===== src/rtl/arb_mux_n.sv =====
// -----------------------------------------------------------------------------
// arb_mux_n
// Merges N producer streams into one consumer stream. An internal arbiter
// (round-robin or fixed priority) picks one valid channel per cycle and its
// beat is captured in a single output register.
//
// Handshake rule for every channel: a beat moves on a rising clock edge where
// valid and ready are both high. Producers hold valid/data stable until that
// edge. Ready never depends on data.
//
// Ports
//   clk        rising-edge clock
//   rst_n      asynchronous active-low reset
//   in_valid   per-channel valid                              [N-1:0]
//   in_data    flattened channel data, channel i in bits
//              [i*(W+1)+W : i*(W+1)]                          [N*(W+1)-1:0]
//   in_ready   per-channel ready, one-hot or zero             [N-1:0]
//   out_valid  output register holds a beat (FSM state FULL)
//   out_data   data of the held beat                          [W:0]
//   out_chan   channel that supplied the held beat            [CW-1:0]
//   out_ready  consumer accepts the held beat
// -----------------------------------------------------------------------------
module arb_mux_n #(
    parameter int W    = 31,
    parameter int N    = 4,
    parameter int MODE = 0,
    parameter int CW   = $clog2(N)
) (
    input  logic               clk,
    input  logic               rst_n,
    input  logic [N-1:0]       in_valid,
    input  logic [N*(W+1)-1:0] in_data,
    output logic [N-1:0]       in_ready,
    output logic               out_valid,
    output logic [W:0]         out_data,
    output logic [CW-1:0]      out_chan,
    input  logic               out_ready
);

    typedef enum logic {
        ST_EMPTY = 1'b0,
        ST_FULL  = 1'b1
    } state_e;

    localparam logic [CW:0]   NUM_CH  = (CW+1)'(N);
    localparam logic [CW-1:0] LAST_CH = CW'(N-1);

    state_e        state_q, state_d;
    logic [W:0]    data_q, data_d;
    logic [CW-1:0] chan_q, chan_d;
    logic [CW-1:0] ptr_q, ptr_d;

    logic          grant_found;
    logic [CW-1:0] grant;
    logic [CW:0]   rr_idx;
    logic          load;
    logic [W:0]    data_sel;

    // -------------------------------------------------------------------------
    // Arbiter. Round-robin walks ptr, ptr+1, ... with an explicit wrap at N so
    // non-power-of-2 channel counts never visit a missing channel. Fixed
    // priority walks from channel 0. First valid channel found wins.
    // -------------------------------------------------------------------------
    always_comb begin
        grant_found = 1'b0;
        grant       = '0;
        rr_idx      = '0;
        for (int k = 0; k < N; k++) begin
            if (MODE == 0) begin
                rr_idx = {1'b0, ptr_q} + (CW+1)'(k);
                if (rr_idx >= NUM_CH) begin
                    rr_idx = rr_idx - NUM_CH;
                end
            end else begin
                rr_idx = (CW+1)'(k);
            end
            if (!grant_found && in_valid[rr_idx[CW-1:0]]) begin
                grant_found = 1'b1;
                grant       = rr_idx[CW-1:0];
            end
        end
    end

    // A new beat can be taken when the register is empty or is being popped.
    assign load = (!out_valid || out_ready) && grant_found;

    // Ready is gated by rst_n so no producer sees an accept while in reset.
    always_comb begin
        in_ready = '0;
        if (rst_n && load) begin
            in_ready[grant] = 1'b1;
        end
    end

    assign data_sel = in_data[int'(grant)*(W+1) +: (W+1)];

    // -------------------------------------------------------------------------
    // Output-register FSM: state register
    // -------------------------------------------------------------------------
    always_ff @(posedge clk or negedge rst_n) begin
        if (!rst_n) begin
            state_q <= ST_EMPTY;
        end else begin
            state_q <= state_d;
        end
    end

    // Output-register FSM: next state
    always_comb begin
        state_d = state_q;
        if (load) begin
            state_d = ST_FULL;
        end else if (state_q == ST_FULL && out_ready) begin
            state_d = ST_EMPTY;
        end
    end

    // Output-register FSM: outputs
    always_comb begin
        out_valid = (state_q == ST_FULL);
        out_data  = data_q;
        out_chan  = chan_q;
    end

    // -------------------------------------------------------------------------
    // Datapath and priority pointer. On a pop without refill the data and
    // channel registers keep their last values.
    // -------------------------------------------------------------------------
    always_comb begin
        data_d = data_q;
        chan_d = chan_q;
        ptr_d  = ptr_q;
        if (load) begin
            data_d = data_sel;
            chan_d = grant;
            if (MODE == 0) begin
                ptr_d = (grant == LAST_CH) ? '0 : grant + 1'b1;
            end
        end
    end

    always_ff @(posedge clk or negedge rst_n) begin
        if (!rst_n) begin
            data_q <= '0;
            chan_q <= '0;
            ptr_q  <= '0;
        end else begin
            data_q <= data_d;
            chan_q <= chan_d;
            ptr_q  <= ptr_d;
        end
    end

endmodule


===== config.mk =====
export PLATFORM = sky130hd
export DESIGN_NAME = arb_mux_n
export DESIGN_NICKNAME = d
export VERILOG_FILES = /design/src/rtl/arb_mux_n.sv
export SDC_FILE = /design/constraint.sdc
export NUM_CORES = 1
export LEC_CHECK = 0
export BUFFER_PORTS_ARGS = -buffer_cell sky130_fd_sc_hd__buf_2
export CORE_MARGIN = 5
export CORE_UTILIZATION = 41
export CTS_BUF_LIST = sky130_fd_sc_hd__clkbuf_16
export CTS_CLUSTER_DIAMETER = 200
export CTS_CLUSTER_SIZE = 8
export DETAILED_ROUTE_END_ITERATION = 8
export PLACE_DENSITY = 0.8
export SYNTH_ARGS = -nofsm -noshare
export SYNTH_HDL_FRONTEND = slang
export SYNTH_SLANG_ARGS = --single-unit

===== constraint.sdc =====
create_clock -name clk -period 2.4 [get_ports clk]
set_input_delay 0.12 -clock clk [delete_from_list [all_inputs] [get_ports clk]]
set_output_delay 0.12 -clock clk [all_outputs]
set_load 0.1 [all_outputs]

==> run metrics, run 1 <==
status=finished clean; Post-synth top cells=dfrtp_1, a221o_1, a22o_1; total setup buffers inserted after CTS=0; most common cell in the netlist=dfrtp_1; Worst Setup End Kind=output pin; GR Overflow Total=0; Die X=85.5 µm; RSZ-0062 raised after global routing=no; Seq cells post-synth=37; number of remaining DRC errors=0; maximum VDD drop=0.00101 V; pin count of the biggest net entering global routing=36; slowest CP cell=dfrtp_1; CP max stage delay=0.46 ns; clk_skew=0.00683 ns; clock slew at reported path FFs=0.06 ns; accumulated negative setup slack=0 ns; drt wl/cell=17.2 µm; Die Ht=85.5 µm; Final setup viols=0; Area growth, synth to finish=51.2%; filler cell count=462; Clock Sinks=37; clock tree buffer depth=2; vias per cell=5.47; Worst EP arrival=2.15 ns; 1st-pass router iterations=4; DRT iter0 DRCs=82; CTS tree=yes; Main synth FF type=dfrtp_1; critical path cell sequence=nand2_1 > and2_1 > o32ai_2 > inv_1 > ha_1 > and3_1 > clkbuf_4; first-pass GRT wire length=12.1 mm; Worst Max-Slew Pin Slew=0.722 ns; gpl congestion=0.855; Synth top area share=39.6%; clock latency on the worst-skew pair=0.28 ns; root buf cell=clkbuf_16; DR vias=2391; Antenna diodes=0; data required time of the worst path=2.28 ns; Post-DRT Antenna Nets=0; cell accounting for the most synthesized area=dfrtp_1; initial antenna violation count=0; max-slew violations=0; CP bufs+invs=2; Setup Crit Path Kind=reg -> out; Max-slew headroom=51.8%; min Tclk post-route=2.27 ns; Placed Cells=428; port bufs=173; non-filler cells in the finished layout=437; Synthesized Nets=327; initial core utilization=42.2%; cells after synthesis=191; PwrDens=1510 nW/µm²; Leakage=0.00189 µW; ranking of synthesized cells by area=dfrtp_1, mux2_4, a221o_1, a22o_1, mux2_2; Fin. Hold Viols=0; Top delay family on crit path=flip-flops; library cells used by synthesis=30; register area share after synthesis=39.6%; mapped cell area=2340 µm²; core area=5540 µm²; nets=500; number of cell rows=27; asr flop ratio synth=100%; Critical Path Fanout Max=6; Detailed Place HPWL=5.92 mm; vias in the first global route=2567; Max H-tree Level=2; die area=7320 µm²; fin crit share=94.4%; HP Class=in -> reg; CTS buffer count=5; Final Power=5350 µW; fraction of layout cells with a size suffix above 1=63.6%; IO Pins=174; EDFF count, synth=0; startpoint types=register; Yosys warnings=0; max cap viols=0; Syn Area/Cell=12.2 µm²; GRT Util Overall=20.3%; fmax=441 MHz; final wirelength=7.53 mm
## registers in the layout (all words and copies together), names as in the netlist
name,count
ptr_q,2
out_valid,1
out_data,32
out_chan,2
## metrics by stage
step	cell area [µm²]	hold slack, ns	util, %	worst slack, ns
floorplan	2340	-0.176	-	-0.268
global placement	3330	-0.0608	60.1	0.336
detailed placement	3330	-0.0581	60.1	0.262
CTS	3530	0.0666	63.8	0.0628
global route	3540	0.0674	63.8	0.0386
finish	3540	0.0712	63.8	0.135
## power breakdown
part	internal, µW	total (µW)	switching, µW
combinational	931	3460	2530
clock	593	841	248
sequential	882	1040	163
total	2410	5350	2940
## worst paths after layout
path	cells past startpoint	to	slack [ns]	startpoint
worst max-delay path	7	in_ready[3]	0.13	ptr_q[1]
worst min-delay path	2	out_data[4]	0.07	in_data[4]
worst max register to register	6	out_data[3]	0.32	ptr_q[0]
min in group asynchronous	2	ptr_q[1]	0.19	rst_n
worst min register to register	1	out_chan[1]	0.48	out_chan[1]
max in group asynchronous	3	out_data[18]	1.54	rst_n
## what timing repair did
action                                 in CTS  in global routing
hold buffers                                1                  0
resized for setup                           0                  2
endpoints found under the hold margin       4                  0
setup endpoints to repair                   0                  1
## cells in the final DEF, fill, tap and decap left out, types with 2 or more instances in the layout
master and n:
buf_2 170, a221o_1 32, a21oi_1 2, inv_1 4, nor2_2 4, nor2_1 3
clkbuf_16 5, buf_12 4, mux2_2 5, dfrtp_1 37, mux2_4 27, a22o_1 32
nor2b_1 2, o21ai_0 3, nand2_1 7, bufinv_16 2, buf_4 6
## final cells by class
cell class | count | area, µm² | share of cell area, %
multi-input combinational | 133 | 1320 | 37.3
timing repair buffer | 182 | 993 | 28.1
sequential | 37 | 926 | 26.2
clock buffer | 5 | 125 | 3.54
tap | 72 | 90.1 | 2.55
clock inverter | 3 | 65.1 | 1.84
inverter | 5 | 18.8 | 0.531
## routing by layer
metal / GRT usage, % / wire length [µm] / share of wire [%] / vias to the layer above
li1: - / - / - / 1122
met1: 23.6 / 2820 / 37 / 1129
met2: 36.4 / 3880 / 51 / 130
met3: 5.57 / 734 / 9.7 / 10
met4: 6.04 / 102 / 1.4 / 0
met5: 0 / 0 / 0 / -
## kinds of logic after synthesis
logic type	after synthesis	share of synthesized area (%)
buffers and inverters	21	4.60
AOI/OAI and AO/OA	78	31.1
and+or+nand+nor	22	4.49
adders and majority gates	1	0.535
muxes	32	19.7
DFF	37	39.6
No activity file was read; power rests on OpenSTA's default activity.
==> run 2: changes to the inputs <==
==> config.mk (replaced) <==
export PLATFORM = sky130hd
export DESIGN_NAME = arb_mux_n
export DESIGN_NICKNAME = d
export VERILOG_FILES = /design/src/rtl/arb_mux_n.sv
export SDC_FILE = /design/constraint.sdc
export NUM_CORES = 1
export LEC_CHECK = 0
export CORE_MARGIN = 5
export CORE_UTILIZATION = 63
export CTS_BUF_LIST = sky130_fd_sc_hd__clkbuf_16
export CTS_CLUSTER_DIAMETER = 200
export CTS_CLUSTER_SIZE = 8
export DETAILED_ROUTE_END_ITERATION = 8
export DONT_BUFFER_PORTS = 1
export PLACE_DENSITY = 0.78
export SYNTH_ARGS = -nofsm -noshare
export SYNTH_HDL_FRONTEND = slang
export SYNTH_SLANG_ARGS = --single-unit
==> run metrics, run 2 (same netlist as run 1, synthesis figures left out) <==
status=finished clean; initial core utilization=64.4% (+22 points); part of the power in registers=18.4% (-1.1 points); Fin. Hold Viols=0 (unchanged); drt wl/cell=28.6 µm (+66%); Leakage=0.00151 µW (-20%); clock tree buffer depth=2 (unchanged); CTS tree=yes; fmax=424 MHz (-3.9%); Largest register FFs=32 (unchanged); Final setup viols=0 (unchanged); PwrDens=1720 nW/µm² (+14%); Critical Path Fanout Max=19 (+13); slowest CP cell=dfrtp_1; HP Class=in -> reg; die area=5030 µm² (-31%); Worst Setup End Kind=output pin; port bufs=0 (-100%); fraction of layout cells with a size suffix above 1=37.8% (-26 points); Worst Max-Slew Pin Slew=0.804 ns (+0.0825 ns); P_sw=3050 µW (+3.8%); combinational power share=66.1% (+1.4 points); post-route cell area=3230 µm² (-8.6%); clock slew at reported path FFs=0.06 ns (about the same); IO Pins=174 (unchanged); final wirelength=8.77 mm (+16%); clock latency on the worst-skew pair=0.28 ns (about the same); Post-DRT Antenna Nets=0 (unchanged); CP bufs+invs=2 (unchanged); CP max stage delay=0.44 ns (-0.02 ns); accumulated negative setup slack=0 ns (unchanged); gpl congestion=0.887 (+3.8%); maximum VDD drop=0.00114 V (+14%); number of cell rows=22 (-19%); Area growth, synth to finish=38.2%; fin crit share=98.2% (+3.9 points); Die X=70.9 µm (-17%); nets=394 (-21%); CTS buffer count=5 (unchanged); Layout Utilization=89.0% (+25 points); most common cell after layout, fill and taps aside=buf_4; Setup Crit Path Kind=reg -> out; sw frac=55.0% (about the same); P_int=2500 µW (+3.8%); Placement Setup Slack=0.0898 ns (-0.172 ns); Clock Sinks=37 (unchanged); Max H-tree Level=2 (unchanged); pin count of the biggest net entering global routing=38 (+5.6%); Max-slew headroom=46.3% (-5.6 points); core area=3630 µm² (-34%); final worst slack=0.0423 ns (-0.0925 ns); critical path cell sequence=nor2b_1 > nor3_2 > o22ai_4 > buf_4 > nand3_1 > nor2_2 > buf_12; Area after DPL=2690 µm² (-19%); Antenna diodes=0 (unchanged); vias per cell=7.40 (+35%); Top delay family on crit path=simple AND/OR/NAND/NOR gates; 1st-pass router iterations=6 (+2); GR Overflow Total=0 (unchanged); data required time of the worst path=2.28 ns (about the same); most frequent cells in the layout=buf_4, dfrtp_1, a22o_1, a221o_1, dlygate4sd3_1; max-slew violations=0 (unchanged); DRT iter0 DRCs=253 (+210%); first-pass GRT wire length=13.4 mm (+11%); min Tclk post-route=2.36 ns (+0.0925 ns); Die Ht=70.9 µm (-17%); clk_skew=0.00412 ns (-0.00271 ns); Final Power=5550 µW (+3.8%); initial antenna violation count=0 (unchanged); number of remaining DRC errors=0 (unchanged); Worst EP arrival=2.24 ns (+0.09 ns); max cap viols=0 (unchanged); Clock Power Share=15.6% (about the same); GRT Util Overall=34.6% (+14 points); Detailed Place HPWL=5.69 mm (-4.0%); DR vias=2272 (-5.0%); root buf cell=clkbuf_16; startpoint types=register; vias in the first global route=2498 (-2.7%)
==> run 2: changes by cell type in the layout (fill, tap and decap cells not counted), sizes merged <==
| cell | change |
|---|---|
| buf | -135 |
| dlygate4sd3 | +30 |
| clkinv | -1 |
| inv | +1 |
| clkbuf | -1 |
==> run 2: worst reg2reg max path, stage by stage (launching register included) <==
cell     delay, ns
dfrtp_1       0.43
a21o_2        0.28
buf_4         0.22
nor2_2        0.57
buf_4         0.38
a221o_1       0.22
==> run 2: stage by stage <==
stage / cells / hold WS, ns
5_1_grt: 307 / 0.000127
3_5_place_dp: 267 / -0.175
6_report: 307 / 0.0108
2_1_floorplan: 191 / -0.176
3_3_place_gp: 267 / -0.175
4_1_cts: 305 / 0.00297
==> run 2: final cells by class <==
type | instances | area [µm²]
clock inverters | 3 | 68.8
clock buffers | 5 | 125
fillers | 154 | 399
inverters | 5 | 18.8
flip-flops and latches | 37 | 926
multi-input cells | 133 | 1330
well taps | 48 | 60.1
repair buffers | 76 | 702
==> run 2: power by group through the flow <==
stage          registers, µW  clock network (µW)  logic [µW]
2_1_floorplan           2820                   0        1050
3_3_place_gp            1000                   0        3440
3_5_place_dp            1010                   0        3540
4_1_cts                 1010                 866        3600
5_1_grt                 1040                 904        3760
6_report                1020                 863        3670
==> run 2: timing repair <==
| item | in CTS | in global routing |
|---|---|---|
| hold buffers | 30 | 2 |
| resized for setup | 1 | 2 |
| endpoints found under the hold margin | 64 | 2 |
| setup buffers | 0 | 0 |
| endpoints found under the setup margin | 1 | 4 |
==> run 2: per-layer routing <==
metal	GRT usage, %	up-vias	share of wire, %
met5	0	-	0
met4	16.3	0	4.1
met3	11.6	42	10
met2	62.3	204	54
met1	35.9	1112	32
li1	-	914	-
==> run 2: worst paths after layout <==
kind	start	end	slack, ns	cells after the start
max in group asynchronous	rst_n	out_data[5]	1.87	2
max reg2reg	out_valid	out_data[27]	0.23	5
max	ptr_q[0]	in_ready[2]	0.04	7
min	in_data[20]	out_data[20]	0.01	1
min in group asynchronous	rst_n	out_data[26]	0.33	2
min reg2reg	out_chan[1]	out_chan[1]	0.48	1
==> run 3: changes to the inputs <==
--- a/config.mk
+++ b/config.mk
@@ -7,7 +7,6 @@
 export LEC_CHECK = 0
 export CORE_MARGIN = 5
 export CORE_UTILIZATION = 63
-export CTS_BUF_LIST = sky130_fd_sc_hd__clkbuf_16
 export CTS_CLUSTER_DIAMETER = 200
 export CTS_CLUSTER_SIZE = 8
 export DETAILED_ROUTE_END_ITERATION = 8
==> run metrics, run 3 (same netlist as run 1, synthesis figures left out) <==
Final Power=5360 µW (-3.5%); Max H-tree Level=2 (unchanged); drt wl/cell=28.2 µm (-1.4%); Fin. Hold Viols=0 (unchanged); CP bufs+invs=2 (unchanged); clk_skew=0.00326 ns (-0.000856 ns); startpoint types=register; Top delay family on crit path=simple AND/OR/NAND/NOR gates; fin crit share=96.0% (-2.2 points); Area growth, synth to finish=38.2% (unchanged); Worst Max-Slew Pin Slew=0.803 ns (-0.000646 ns); most frequent cells in the layout=buf_4, dfrtp_1, dlygate4sd3_1; root buf cell=clkbuf_8; clock tree buffer depth=2 (unchanged); DRT iter0 DRCs=239 (-5.5%); non-filler cells in the finished layout=312 (+1.6%); Placed Cells=267 (unchanged); hold slack final=0.0566 ns (+0.0458 ns); core area=3630 µm² (unchanged); number of cell rows=22 (unchanged); Max-slew headroom=46.3% (about the same); accumulated negative setup slack=0 ns (unchanged); data required time of the worst path=2.28 ns (about the same); final wirelength=8.79 mm (+0.24%); nets=399 (+1.3%); Worst Setup End Kind=output pin; clock slew at reported path FFs=0.08 ns (+0.02 ns); critical path cell sequence=nor2b_2 > a211oi_4 > o22ai_4 > buf_6 > nand3_1 > nor2_2 > buf_12; CP max stage delay=0.45 ns (about the same); 1st-pass router iterations=4 (-2); PwrDens=1660 nW/µm² (-3.5%); fraction of layout cells with a size suffix above 1=37.5% (-0.34 points); GRT Util Overall=33.7% (-0.86 points); GR Overflow Total=0 (unchanged); Layout Utilization=89.0% (unchanged); vias in the first global route=2522 (+0.96%); Die Ht=70.9 µm (unchanged); clock latency on the worst-skew pair=0.30 ns (+0.02 ns); pin count of the biggest net entering global routing=38 (unchanged); Leakage=0.00150 µW (-0.33%); port bufs=0 (unchanged); RSZ-0062 raised after global routing=no; DR vias=2249 (-1.0%); number of remaining DRC errors=0 (unchanged); Clock Sinks=37 (unchanged); most common cell after layout, fill and taps aside=buf_4; CTS tree=yes; Largest register FFs=32 (unchanged); slowest CP cell=dfrtp_1; Die X=70.9 µm (unchanged); Worst EP arrival=2.19 ns (-0.05 ns); gpl congestion=0.887 (unchanged); status=finished clean; initial core utilization=64.4% (unchanged); CTS buffer count=5 (unchanged); total setup buffers inserted after CTS=0 (unchanged); Setup Crit Path Kind=reg -> out; max-slew violations=0 (unchanged); initial antenna violation count=0 (unchanged); die area=5030 µm² (unchanged); min Tclk post-route=2.31 ns (-0.0527 ns); Final setup viols=0 (unchanged); Detailed Place HPWL=5.69 mm (unchanged); first-pass GRT wire length=13.0 mm (-2.6%); maximum VDD drop=0.00119 V (+4.0%); Antenna diodes=0 (unchanged); fmax=434 MHz (+2.3%); IO Pins=174 (unchanged); HP Class=in -> reg; Critical Path Fanout Max=19 (unchanged); Post-DRT Antenna Nets=0 (unchanged); max cap viols=0 (unchanged); vias per cell=7.21 (-2.6%)
[run 3: final timing paths]
path                       cells past startpoint        start      endpoint  slack [ns]
max in group asynchronous                      2        rst_n  out_data[17]        1.94
hold / removal                                 2  in_data[44]  out_data[12]        0.06
hold reg to reg                                1  out_chan[1]   out_chan[1]        0.51
setup reg to reg                               5    out_valid  out_data[27]        0.27
min in group asynchronous                      2        rst_n   out_data[0]        0.27
setup / recovery                               7     ptr_q[0]   in_ready[2]        0.09
[run 3: layout make-up]
type | instances | area, µm²
multi-input combinational | 133 | 1340
fill | 158 | 399
inverter | 5 | 18.8
clock buffer | 5 | 68.8
clock inverter | 3 | 68.8
tap | 48 | 60.1
timing repair buffer | 81 | 756
sequential | 37 | 926
[run 3: through the flow]
step / setup WS (ns) / instance area (µm²)
finish: 0.0950 / 3230
global route: 0.00612 / 3230
CTS: 0.0682 / 3200
detailed placement: 0.0898 / 2690
global placement: 0.372 / 2690
floorplan: -0.268 / 2340
[run 3: where the power goes]
part           leakage, µW  internal (µW)  total [µW]  switching (µW)
combinational     0.000981           1030        3670            2640
sequential        0.000452            878        1020             138
clock            0.0000687            419         668             250
[run 3: repair_timing]
item	in CTS	in global routing
hold buffers	36	1
gates resized for setup	1	5
pin swaps	0	0
endpoints found under the setup margin	1	35
endpoints found under the hold margin	69	1
[run 3: routing by layer]
layer  vias up  share of wire, %  global-route usage [%]
met1      1091                31                    36.8
met2       192                52                    56.7
met3        50                12                    11.6
li1        916                 -                       -
met5         -                 0                       0
met4         0               5.6                    19.6
